## src/rtl/cpu_pkg.sv

```systemverilog
// Shared CPU definitions: instruction width, NOP encoding and fetch FSM states.
package cpu_pkg;

  localparam int unsigned INSTR_W = 32;
  localparam logic [INSTR_W-1:0] NOP = 32'h0000_0000;

  typedef enum logic [1:0] {IDLE, FETCH, HOLD, DRAIN} fetch_state_t;

endpackage

```

## src/rtl/if_id_reg.sv

```systemverilog
// IF/ID pipeline register; loads either a fetched instruction or a bubble.
module if_id_reg
  import cpu_pkg::*;
(
  input  logic               clk,
  input  logic               rst_n,
  input  logic               load,
  input  logic               bubble,
  input  logic [INSTR_W-1:0] next_instr,
  input  logic [31:0]        next_pc4,
  output logic [INSTR_W-1:0] instr,
  output logic [31:0]        pc4,
  output logic               valid
);

  always_ff @(posedge clk or negedge rst_n) begin
    if (!rst_n) begin
      instr <= NOP;
      pc4   <= 32'h0;
      valid <= 1'b0;
    end else if (load) begin
      if (bubble) begin
        instr <= NOP;
        pc4   <= 32'h0;
        valid <= 1'b0;
      end else begin
        instr <= next_instr;
        pc4   <= next_pc4;
        valid <= 1'b1;
      end
    end
  end

endmodule

```

## src/rtl/fetch_stage.sv

```systemverilog
// Instruction-fetch front end: PC, imem handshake, one-entry holding buffer and IF/ID register.
module fetch_stage
  import cpu_pkg::*;
#(
  parameter logic [31:0] RESET_PC = 32'h0000_0000
) (
  input  logic               clk_i,
  input  logic               rst_i,
  input  logic               pc_write_i,
  input  logic               if_id_write_i,
  input  logic               mem_stall_i,
  input  logic               branch_i,
  input  logic [31:0]        branch_target_i,
  output logic               imem_req_o,
  output logic [31:0]        imem_addr_o,
  input  logic               imem_ack_i,
  input  logic [INSTR_W-1:0] imem_data_i,
  output logic [31:0]        pc_o,
  output logic [INSTR_W-1:0] if_id_instr_o,
  output logic [31:0]        if_id_pc4_o,
  output logic               if_id_valid_o
);

  fetch_state_t       state_q, state_d;
  logic [31:0]        pc_q, pc_d;
  logic [31:0]        req_addr_q, req_addr_d;
  logic [INSTR_W-1:0] buf_q, buf_d;
  logic [31:0]        buf_pc4_q, buf_pc4_d;

  logic               ifid_load, ifid_bubble;
  logic [INSTR_W-1:0] ifid_instr_d;
  logic [31:0]        ifid_pc4_d;

  logic        adv;
  logic [31:0] pc_plus4, req_plus4;

  assign adv       = pc_write_i & if_id_write_i & ~mem_stall_i;
  assign pc_plus4  = pc_q + 32'd4;
  assign req_plus4 = req_addr_q + 32'd4;

  always_comb begin
    state_d      = state_q;
    pc_d         = pc_q;
    req_addr_d   = req_addr_q;
    buf_d        = buf_q;
    buf_pc4_d    = buf_pc4_q;
    ifid_load    = 1'b0;
    ifid_bubble  = 1'b1;
    ifid_instr_d = imem_data_i;
    ifid_pc4_d   = req_plus4;
    imem_req_o   = 1'b0;

    unique case (state_q)
      IDLE: begin
        state_d    = FETCH;
        req_addr_d = pc_q;
        ifid_load  = adv;
      end
      FETCH: begin
        imem_req_o = 1'b1;
        if (imem_ack_i) begin
          if (!adv) begin
            // Stalled on ack: park the instruction and stop requesting.
            buf_d     = imem_data_i;
            buf_pc4_d = req_plus4;
            state_d   = HOLD;
          end else if (branch_i) begin
            ifid_load  = 1'b1;
            pc_d       = branch_target_i;
            req_addr_d = branch_target_i;
          end else begin
            ifid_load   = 1'b1;
            ifid_bubble = 1'b0;
            pc_d        = pc_plus4;
            req_addr_d  = pc_plus4;
          end
        end else if (adv) begin
          ifid_load = 1'b1;
          if (branch_i) begin
            pc_d    = branch_target_i;
            state_d = DRAIN;
          end
        end
      end
      HOLD: begin
        if (adv) begin
          ifid_load = 1'b1;
          state_d   = FETCH;
          if (branch_i) begin
            pc_d       = branch_target_i;
            req_addr_d = branch_target_i;
          end else begin
            ifid_bubble  = 1'b0;
            ifid_instr_d = buf_q;
            ifid_pc4_d   = buf_pc4_q;
            pc_d         = pc_plus4;
            req_addr_d   = pc_plus4;
          end
        end
      end
      DRAIN: begin
        // Stale request must complete; its data is dropped.
        imem_req_o = 1'b1;
        if (adv) begin
          ifid_load = 1'b1;
          if (branch_i) pc_d = branch_target_i;
        end
        if (imem_ack_i) begin
          req_addr_d = pc_d;
          state_d    = FETCH;
        end
      end
      default: state_d = IDLE;
    endcase
  end

  always_ff @(posedge clk_i or negedge rst_i) begin
    if (!rst_i) begin
      state_q    <= IDLE;
      pc_q       <= RESET_PC;
      req_addr_q <= RESET_PC;
      buf_q      <= NOP;
      buf_pc4_q  <= 32'h0;
    end else begin
      state_q    <= state_d;
      pc_q       <= pc_d;
      req_addr_q <= req_addr_d;
      buf_q      <= buf_d;
      buf_pc4_q  <= buf_pc4_d;
    end
  end

  if_id_reg u_if_id_reg (
    .clk        (clk_i),
    .rst_n      (rst_i),
    .load       (ifid_load),
    .bubble     (ifid_bubble),
    .next_instr (ifid_instr_d),
    .next_pc4   (ifid_pc4_d),
    .instr      (if_id_instr_o),
    .pc4        (if_id_pc4_o),
    .valid      (if_id_valid_o)
  );

  assign imem_addr_o = req_addr_q;
  assign pc_o        = pc_q;

endmodule
```

## config.mk

```make
export PLATFORM = sky130hd
export DESIGN_NAME = fetch_stage
export DESIGN_NICKNAME = d
export VERILOG_FILES = /design/src/rtl/cpu_pkg.sv /design/src/rtl/if_id_reg.sv /design/src/rtl/fetch_stage.sv
export SDC_FILE = /design/constraint.sdc
export NUM_CORES = 1
export LEC_CHECK = 0
export CORE_UTILIZATION = 49
export DETAILED_ROUTE_END_ITERATION = 10
export MAX_ROUTING_LAYER = met4
export PLACE_DENSITY = 0.86
export RECOVER_POWER = 25
export SLEW_MARGIN = 10
export SYNTH_ARGS = -nofsm -noshare
export SYNTH_HDL_FRONTEND = slang
export SYNTH_SLANG_ARGS = --single-unit
```

## constraint.sdc

```tcl
create_clock -name clk_i -period 2.3 [get_ports clk_i]
set_clock_uncertainty 0.15 [all_clocks]
set_input_delay 0.575 -clock clk_i [delete_from_list [all_inputs] [get_ports clk_i]]
set_output_delay 0.575 -clock clk_i [all_outputs]
set_load 0.1 [all_outputs]
```

# Word level (Yosys, flattened, before mapping)
# Cells that the tools add are included.
dict set report totals {
  reg_bits 195
  input_bits 71
  out_inout_bits 130
  elab_cells 63
}
dict set report op_classes {
  n_addsub 2
  n_eq_ne 9
  muxes 33
  bitwise_logic 4
  n_reduce_logical 7
}
# operator count
set ops {}
lappend ops {{32-bit 2-to-1 mux} 16}
lappend ops {{32-bit case mux with 4 select lines} 1}
lappend ops {{32-bit case mux with 3 select lines} 1}
lappend ops {{32-bit by 3-bit adder with 32-bit output (second input constant)} 2}
lappend ops {{2-bit 2-to-1 mux} 6}
lappend ops {{3-bit != test (second input constant)} 3}
lappend ops {{2-bit case mux with 4 select lines} 1}
lappend ops {{1-bit 2-to-1 mux} 6}
lappend ops {{2-bit != test (second input constant)} 3}
lappend ops {{5-bit AND reduction} 1}
lappend ops {{2-bit equality test (second input constant)} 2}
lappend ops {{1-bit case mux with 2 select lines} 2}
lappend ops {{3-bit AND reduction} 1}
lappend ops {{3-bit nonzero test} 1}
lappend ops {{3-bit OR reduction} 1}
lappend ops {{1-bit AND} 2}
lappend ops {{2-bit by 1-bit equality test with 1-bit output (second input constant)} 1}
lappend ops {{2-bit zero test} 1}
lappend ops {{1-bit NOT} 2}
lappend ops {{2-bit AND reduction} 1}
lappend ops {{2-bit OR reduction} 1}

# Logic depth before layout (Yosys ltp)
# Gate-level depths: netlist of the first run.
dict set report logic_depth {
  depth_word 6
  mapped_depth 9
  mapped_depth_nobuf 7
}

# Cells and area by module
# From an unflattened synthesis of the first run, not the netlist that was laid out.
dict set report unflattened {
  hier_cells 1311
  hier_area_um2 11642.4
}
# mod instances cells_per_inst area_each_um2 seq_area_each_um2
set by_module_without_submodules {}
lappend by_module_without_submodules {fetch_stage 1 1031 8784.7 3253.1}
lappend by_module_without_submodules {if_id_reg 1 280 2857.7 1626.6}

# Worst setup path before layout of the first run
# Ideal clock, no wire load.
dict set report synth_timing {
  kind {register to register}
  startpoint {register pc_q[2], in the netlist pc_o[2]}
  endpoint {register pc_q[26], in the netlist pc_o[26]}
  setup_ns 0.127
  t_arrival_ns 2.773
  required_ns 2.023
  path_slack_ns -0.750
  stages_incl_launch_ff 8
  path_buffers 1
  period_less_slack_ns 3.050
  path_cell_list {dfrtp_1 > ha_1 > nand3_1 > or2_2 > buf_2 > o31ai_4 > a31oi_1 > a221o_1}
}
dict set report synth_via {
  elab_chain_len 5
}
# element line
set synth_lines {}
lappend synth_lines {{from (decl)} fetch_stage.sv:25} ;# logic [31:0] pc_q, pc_d;
lappend synth_lines {{from (signal assigned)} fetch_stage.sv:126} ;# pc_q <= pc_d;
lappend synth_lines {{32-bit by 3-bit adder with 32-bit output (*)} fetch_stage.sv:38} ;# assign pc_plus4 = pc_q + 32'd4;
lappend synth_lines {{32-bit 2-to-1 mux (*)} {fetch_stage.sv:67, fetch_stage.sv:89}}
lappend synth_lines {{32-bit 2-to-1 mux (*)} fetch_stage.sv:86} ;# if (adv) begin
lappend synth_lines {{32-bit 2-to-1 mux} fetch_stage.sv:61} ;# if (imem_ack_i) begin
lappend synth_lines {{32-bit case mux with 3 select lines (*)} fetch_stage.sv:53} ;# unique case (state_q)
# Mark *: on every way between the ends. The rest lies on a longest branch, timed or not.
# A chain may end at the register's enable or synchronous reset.

# Worst setup path in the final report of the first run
dict set report layout_timing {
  startpoint {register state_q[0]}
  endpoint {output imem_req_o}
}
dict set report layout_via {
  elab_chain_len 3
  elab_cells_between_ends 4
  classes_between {eq/ne: 2; mux: 1; reduce/logical: 1}
}
# element line
set layout_lines {}
lappend layout_lines {{from (decl)} fetch_stage.sv:24} ;# fetch_state_t state_q, state_d;
lappend layout_lines {{from (signal assigned)} fetch_stage.sv:125} ;# state_q <= state_d;
lappend layout_lines {{2-bit equality test or 2-bit by 1-bit equality test with 1-bit output (tied branches)} fetch_stage.sv:53}
lappend layout_lines {{2-bit OR reduction (no line) (*)} n/a}
lappend layout_lines {{1-bit 2-to-1 mux (*)} fetch_stage.sv:53}
lappend layout_lines {{to (decl)} fetch_stage.sv:14} ;# output logic imem_req_o,
# Marked as above.

==> results of run 1 <==
-- placed cells by master, fill, tap and decap left out, drive strengths merged, types with 9 or more instances in the layout --
cell type,instances
o31a,10
or4,11
nor3,22
clkdlybuf4s50,66
nand2,277
and2,11
nand4,15
o31ai,15
o21ai,137
buf,329
and3,12
inv,33
xnor2,16
mux2i,47
and4,9
o211ai,10
a31oi,22
a22o,22
o21a,11
nor4,20
a21oi,62
a221oi,18
clkbuf,19
nor2,61
or3,9
nand2b,13
a22oi,28
dfrtp,195
nand3,37
o221ai,10
xor2,11
-- per-layer routing --
| layer | routed length (um) | part of all wire | vias up |
|---|---|---|---|
| met2 | 20400 | 0.47 | 854 |
| met4 | 1720 | 0.040 | 0 |
| met3 | 4280 | 0.098 | 146 |
| li1 | - | - | 5450 |
| met1 | 17100 | 0.39 | 6056 |
| met5 | 0 | 0 | - |
-- repair_timing --
item,4_1_cts,5_1_grt
buffers inserted,1,8
hold buffers,1,0
resized for setup,9,37
endpoints found under the setup margin,34,91
hold endpoints to repair,40,0
gates cloned,1,1
pin swaps,0,8
-- metrics by stage --
| stage | cell area (um^2) | util | total power [W] |
|---|---|---|---|
| 6_report | 16600 | 0.729 | 0.0289 |
| 5_1_grt | 16600 | 0.729 | 0.0300 |
| 4_1_cts | 16300 | 0.720 | 0.0284 |
| 3_5_place_dp | 15600 | 0.687 | 0.0249 |
| 3_3_place_gp | 15600 | 0.687 | 0.0245 |
| 2_1_floorplan | 11700 | - | 0.0183 |
-- worst paths after layout --
kind | startpoint | to | slack [ns] | cells after the start
min in group asynchronous | rst_i | u_if_id_reg.pc4[20]$_DFFE_PN0N_ | 0.75 | 2
worst max-delay path | state_q[0]$_DFFE_PN0P_ | imem_req_o | -0.01 | 4
worst min-delay path | u_if_id_reg.valid$_DFFE_PN0N_ | u_if_id_reg.valid$_DFFE_PN0N_ | 0.33 | 2
worst max register to register | pc_o[2]$_DFFE_PN0P_ | imem_addr_o[26]$_DFFE_PN0P_ | 0.04 | 6
worst min register to register | u_if_id_reg.valid$_DFFE_PN0N_ | u_if_id_reg.valid$_DFFE_PN0N_ | 0.33 | 2
max in group asynchronous | rst_i | buf_q[27]$_DFFE_PN0P_ | 0.26 | 3
-- critical path, stage by stage (launching register included) --
cell	delay, ns
dfrtp_2	0.45
ha_2	0.25
inv_1	0.18
nand2_4	0.08
buf_12	0.17
-- registers in the layout, summed over array words and instances (netlist names) --
signal and flops:
buf_pc4_q 32, buf_q 32, imem_addr_o 32, pc_o 32
state_q 2, u_if_id_reg.instr 32, u_if_id_reg.pc4 32, u_if_id_reg.valid 1
-- cells by family after synthesis --
kind of cell,synth area share
compound gates,0.232
buf+inv,0.0495
xor+xnor,0.0208
flops,0.430
simple gates,0.214
fa+ha+maj,0.00771
mux,0.0464
-- power breakdown --
part | switching [W] | internal [W]
Combinational | 0.0128 | 0.00610
Clock | 0.00173 | 0.00157
Sequential | 0.00156 | 0.00517
-- final cells by class --
| cell class | instances | share of cell area |
|---|---|---|
| Clock buffer | 17 | 0.0257 |
| Inverter | 22 | 0.00514 |
| Multi-Input combinational cell | 1000 | 0.374 |
| Tap cell | 285 | 0.0215 |
| Timing Repair Buffer | 401 | 0.256 |
| Sequential cell | 195 | 0.304 |
| Clock inverter | 15 | 0.0141 |
==> flow_summary.json, run 1 <==
{
  "firstDrtPassIters": 5,
  "worst_slack_ns": -0.0135,
  "drt-initial-drc-count": 1548,
  "start_util": 0.500,
  "ys_warn_count": 0,
  "post-place-cells": 1891,
  "synth-seq-cells": 195,
  "grt_pass1_vias": 12200,
  "cp.arrival_ns": 1.59,
  "h-tree-depth": 4,
  "nets": 1715,
  "seqCellArea_um2": 5030,
  "synthFlopType": "dfrtp_1",
  "rsz0062_at_grt": "true",
  "dieArea_um2": 23800,
  "multi_input_area_um2": 6190,
  "drive_above_1_share": 0.287,
  "via_count": 12500,
  "dp_slack_ns": -0.588,
  "cts-root-buf": "clkbuf_16",
  "syn-mean-instance-area_um2": 8.50,
  "tns_ns": -0.0135,
  "cts_sinks": 195,
  "power_density_nw_per_um2": 1750,
  "worstSetupPathType": "flop to output pin",
  "synth_largest_type_area_fraction": 0.430,
  "slew_viol_final": 0,
  "syn-num-nets": 1414,
  "grt_pass1_wl_um": 67000,
  "instances_no_fill": 1935,
  "antenna_found_initial": 0,
  "fp-row-count": 55,
  "synth_area_um2": 11400,
  "drc": 0,
  "routed_wl_um": 43500,
  "grt-busiest-layer": "met2",
  "critPathLaunchType": "flop",
  "cts_buffers": 17,
  "clk_latency_ns": 0.45,
  "relSlewSlack": 0.202,
  "fin_crit_ns": 2.31,
  "endpoint_kind": "output pin",
  "status": "finished with violations",
  "io_pins": 201,
  "wire_per_inst_um": 22.5,
  "seq_area_frac_synth": 0.430,
  "core_area_um2": 22700,
  "hold_class": "flop to flop",
  "ant_nets": 0,
  "worstPathMaxFanout": 7,
  "use_met3": 0.0684,
  "required_ns": 1.57,
  "diodes": 0,
  "grt_max_degree": 58,
  "maxCapViolations": 0,
  "synthDistinctLibCells": 79,
  "synthArstFlopShare": 1.00,
  "use_met1": 0.471,
  "die_width_um": 154,
  "grt_overflow_total": 0,
  "finalHoldViolations": 0,
  "synth_area_leaders": "dfrtp_1 (43%), nand2_1 (9.1%), o21ai_0 (6.0%), mux2i_1 (4.1%), clkbuf_1 (3.0%)",
  "synth_most_common_cell": "nand2_1",
  "holdWs_ns": 0.334,
  "synthTopCellsByCount": "nand2_1 (276), dfrtp_1 (195), o21ai_0 (136)",
  "gp_congestion": 1.00,
  "p_leak_nw": 7.47,
  "syn_inst": 1336,
  "fillers": 1554,
  "areaGrowthSynthToFinish_pct": 45.7,
  "tritoncts": "yes",
  "violations": "setup timing",
  "clk_pin_slew_worst_paths_ns": 0.09,
  "grt.total_usage": 0.372,
  "viasPerCell": 6.46,
  "fmax_mhz": 432,
  "fin_crit_sh": 1.01,
  "yosysTopAreaCell": "dfrtp_1",
  "grtUsageMet2": 0.582,
  "port_buffers": 200,
  "synth_edf_count": 0,
  "place_hpwl_um": 30800,
  "cts_buffer_depth": 2,
  "peakVddDrop_mv": 1.22,
  "die_height_um": 154,
  "worst_pin_slew_ns": 1.20,
  "setup_viol": 1
}
Note: power is estimated with default switching activity, not from simulation.
==> run 2: changes to the inputs <==
--- a/config.mk
+++ b/config.mk
@@ -5,10 +5,11 @@
 export SDC_FILE = /design/constraint.sdc
 export NUM_CORES = 1
 export LEC_CHECK = 0
-export CORE_UTILIZATION = 49
+export CORE_UTILIZATION = 50
+export CTS_BUF_LIST = sky130_fd_sc_hd__clkbuf_2
 export DETAILED_ROUTE_END_ITERATION = 10
 export MAX_ROUTING_LAYER = met4
-export PLACE_DENSITY = 0.86
+export PLACE_DENSITY = 0.87
 export RECOVER_POWER = 25
 export SLEW_MARGIN = 10
 export SYNTH_ARGS = -nofsm -noshare
==> flow_summary.json, run 2 <==
{
  "syn_inst": 1336,
  "io_pins": 201,
  "fp-row-count": 54,
  "grt_max_degree": 52,
  "cts_buffers": 17,
  "synth_area_leaders": "dfrtp_1 (43%), nand2_1 (9.1%), o21ai_0 (6.0%), mux2i_1 (4.1%), clkbuf_1 (3.0%)",
  "die_height_um": 153,
  "port_buffers": 200,
  "synthArstFlopShare": 1.00,
  "cts-root-buf": "clkbuf_2",
  "start_util": 0.516,
  "worst_endpoint": "imem_req_o",
  "antenna_found_initial": 22,
  "synth_largest_type_area_fraction": 0.430,
  "worstEpCategory": "output port",
  "seq_area_frac_synth": 0.430,
  "syn-num-nets": 1414,
  "gp_congestion": 1.03,
  "yosysTopAreaCell": "dfrtp_1",
  "grt.total_usage": 0.740,
  "h-tree-depth": 4,
  "synth-seq-cells": 195,
  "grt_overflow_total": 21,
  "die_width_um": 153,
  "synthFlopType": "dfrtp_1",
  "cts_sinks": 195,
  "synth_edf_count": 0,
  "status": "aborted with a tool error",
  "stop_stage": "global routing",
  "synthTopCellsByCount": "nand2_1 (276), dfrtp_1 (195), o21ai_0 (136)",
  "post-place-cells": 1895,
  "synth_area_um2": 11400,
  "synthDistinctLibCells": 79,
  "stop_error": "[ERROR GRT-0232] Routing congestion too high. Check the congestion heatmap in the GUI.",
  "place_hpwl_um": 32000,
  "dp_slack_ns": -0.508,
  "cts_buffer_depth": 2,
  "synth_most_common_cell": "nand2_1",
  "ys_warn_count": 0,
  "syn-mean-instance-area_um2": 8.50
}
## run 2: cells by family after synthesis
group,share of synthesized area
AOI/OAI and AO/OA,0.232
xor gates and xnor gates,0.0208
adders and majority gates,0.00771
buffers and inverters,0.0495
DFF,0.430
muxes,0.0464
and+or+nand+nor,0.214
## run 2: through the flow
step                instance area [um^2]  utilization  setup TNS [ns]
floorplan                          11700            -           -1.68
global placement                   15600        0.710          -52.71
detailed placement                 15600        0.710          -60.34
CTS                                17400        0.788           -4.49
## run 2: timing repair
item / 4_1_cts
setup endpoints to repair: 133
resized for setup: 176
buffers inserted: 102
endpoints found under the hold margin: 195
pin swaps: 10
hold buffers: 4
## run 2: metal layers
metal | GRT overflow | GRT usage
met5 | - | -
met4 | 8 | 0.665
met3 | 0 | 0.588
met2 | 13 | 0.891
met1 | 0 | 0.741
==> run 3: changes to the inputs <==
--- a/config.mk
+++ b/config.mk
@@ -5,11 +5,9 @@
 export SDC_FILE = /design/constraint.sdc
 export NUM_CORES = 1
 export LEC_CHECK = 0
-export CORE_UTILIZATION = 50
-export CTS_BUF_LIST = sky130_fd_sc_hd__clkbuf_2
+export CORE_UTILIZATION = 40
 export DETAILED_ROUTE_END_ITERATION = 10
-export MAX_ROUTING_LAYER = met4
-export PLACE_DENSITY = 0.87
+export PLACE_DENSITY_LB_ADDON = 0.15
 export RECOVER_POWER = 25
 export SLEW_MARGIN = 10
 export SYNTH_ARGS = -nofsm -noshare
==> constraint.sdc (replaced) <==
create_clock -name clk_i -period 2.99 [get_ports clk_i]
set_clock_uncertainty 0.15 [all_clocks]
set_input_delay 0.7475 -clock clk_i [delete_from_list [all_inputs] [get_ports clk_i]]
set_output_delay 0.7475 -clock clk_i [all_outputs]
set_load 0.1 [all_outputs]
==> flow_summary.json, run 3 (synthesis results as in run 1) <==
{
  "status": "finished with violations",
  "violations": "capacitance limit, slew limit",
  "crit_chain": "inv_1, ha_1, inv_1, nand2_1, buf_12",
  "slew_viol_final": 39,
  "cts-root-buf": "clkbuf_16",
  "final_common_cell": "nand2_1",
  "via_count": 11200,
  "antenna_found_initial": 0,
  "endpoint_kind": "output pin",
  "setup_viol": 0,
  "die_height_um": 171,
  "place_hpwl_um": 28600,
  "cp.arrival_ns": 1.89,
  "fp-row-count": 61,
  "cts_buffers": 17,
  "worstPathMaxFanout": 8,
  "required_ns": 2.09,
  "tritoncts": "yes",
  "clk_pin_slew_worst_paths_ns": 0.07,
  "grt_pass1_vias": 10500,
  "r2r_start": "pc_o[11]$_DFFE_PN0P_",
  "grt_max_degree": 62,
  "hold_class": "flop to flop",
  "dieArea_um2": 29100,
  "cts_sinks": 195,
  "max_stage_delay_ns": 0.42,
  "routed_wl_um": 39400,
  "tns_ns": 0,
  "grt_overflow_total": 0,
  "grt.total_usage": 0.277,
  "cts_setup_buffers": 0,
  "io_pins": 201,
  "fin_crit_ns": 2.79,
  "wire_per_inst_um": 20.4,
  "grt_pass1_wl_um": 61600,
  "finalHoldViolations": 0,
  "worstSetupPathType": "flop to output pin",
  "firstDrtPassIters": 6,
  "clk_latency_ns": 0.45,
  "diodes": 0,
  "gp_congestion": 0.931,
  "critPathBufInv": 3,
  "layout_common_cells": "nand2_1 (275), buf_4 (221), dfrtp_1 (193)",
  "worst_path_dominant_cell_family": "buffers and inverters",
  "r2r_cells": 6,
  "core_area_um2": 27900,
  "drive_above_1_share": 0.189,
  "cts_resized": 0,
  "port_buffers": 200,
  "worstHoldEndpoint": "buf_pc4_q[3]$_DFFE_PN0P_",
  "critPathLaunchType": "flop",
  "rsz0062_at_grt": "false",
  "timing.rr.end": "pc_o[30]$_DFFE_PN0P_",
  "worst_pin_slew_ns": 2.08,
  "maxCapViolations": 1,
  "relSlewSlack": -0.385,
  "nets": 1616,
  "fin_crit_sh": 0.933,
  "path_common_cell": "inv_1",
  "cts_hold_buf": 0,
  "rrSetupSlack_ns": 0.37,
  "drc": 0,
  "ant_nets": 0,
  "cts_buffer_depth": 2,
  "cp.depth": 5,
  "viasPerCell": 5.80,
  "fmax_mhz": 359,
  "die_width_um": 171,
  "min-delay-start": "buf_pc4_q[3]$_DFFE_PN0P_",
  "start_util": 0.408,
  "cp_slowest_cell": "dfrtp_1",
  "h-tree-depth": 4,
  "hold_depth": 2,
  "areaGrowthSynthToFinish_pct": 28.1,
  "drt-initial-drc-count": 1180
}
## run 3: how the worst max path moves through the flow
stage	endpoint	slack, ns	startpoint
3_3_place_gp	pc_o[12]$_DFFE_PN0P_	0.07	mem_stall_i
6_report	imem_req_o	0.20	state_q[1]$_DFFE_PN0P_
2_1_floorplan	pc_o[21]$_DFFE_PN0P_	0.007	pc_o[9]$_DFFE_PN0P_
5_1_grt	imem_req_o	0.05	state_q[1]$_DFFE_PN0P_
3_5_place_dp	pc_o[12]$_DFFE_PN0P_	0.06	mem_stall_i
4_1_cts	imem_req_o	0.19	state_q[1]$_DFFE_PN0P_
## run 3: stage by stage
step           area [um^2]  hold WS (ns)  worst slack, ns  std cells  utilization
3_3_place_gp         14000         0.306           0.0667       1897        0.501
5_1_grt              14600         0.350           0.0482       1929        0.522
3_5_place_dp         14000         0.312           0.0602       1897        0.501
4_1_cts              14600        0.0811            0.189       1929        0.522
2_1_floorplan        11400         0.295          0.00655       1336            -
6_report             14600         0.328            0.201       1929        0.522
## run 3: metal layers
layer / wire length [um] / vias to the layer above / track usage
met2: 17200 / 524 / 0.407
met1: 17800 / 5322 / 0.399
met5: 0 / - / 0
met4: 1110 / 0 / 0.103
li1: - / 5257 / -
met3: 3310 / 77 / 0.0581
## run 3: area by class of cell
cell class	instances	area (um^2)
Clock buffer	18	429
Inverter	22	82.6
Sequential cell	195	4880
Tap cell	378	473
Clock inverter	14	160
Timing Repair Buffer	302	2580
Fill cell	2627	13300
Multi-Input combinational cell	1000	5950
## run 3: worst min-delay path, cell delays in order, from the launching register on
cell,delay [ns]
dfrtp_1,0.34
nand2_1,0.05
nand2_1,0.06
Power of run 3 is not shown: default switching activity piles up to over one toggle a cycle in this logic, so the estimate is an artifact.
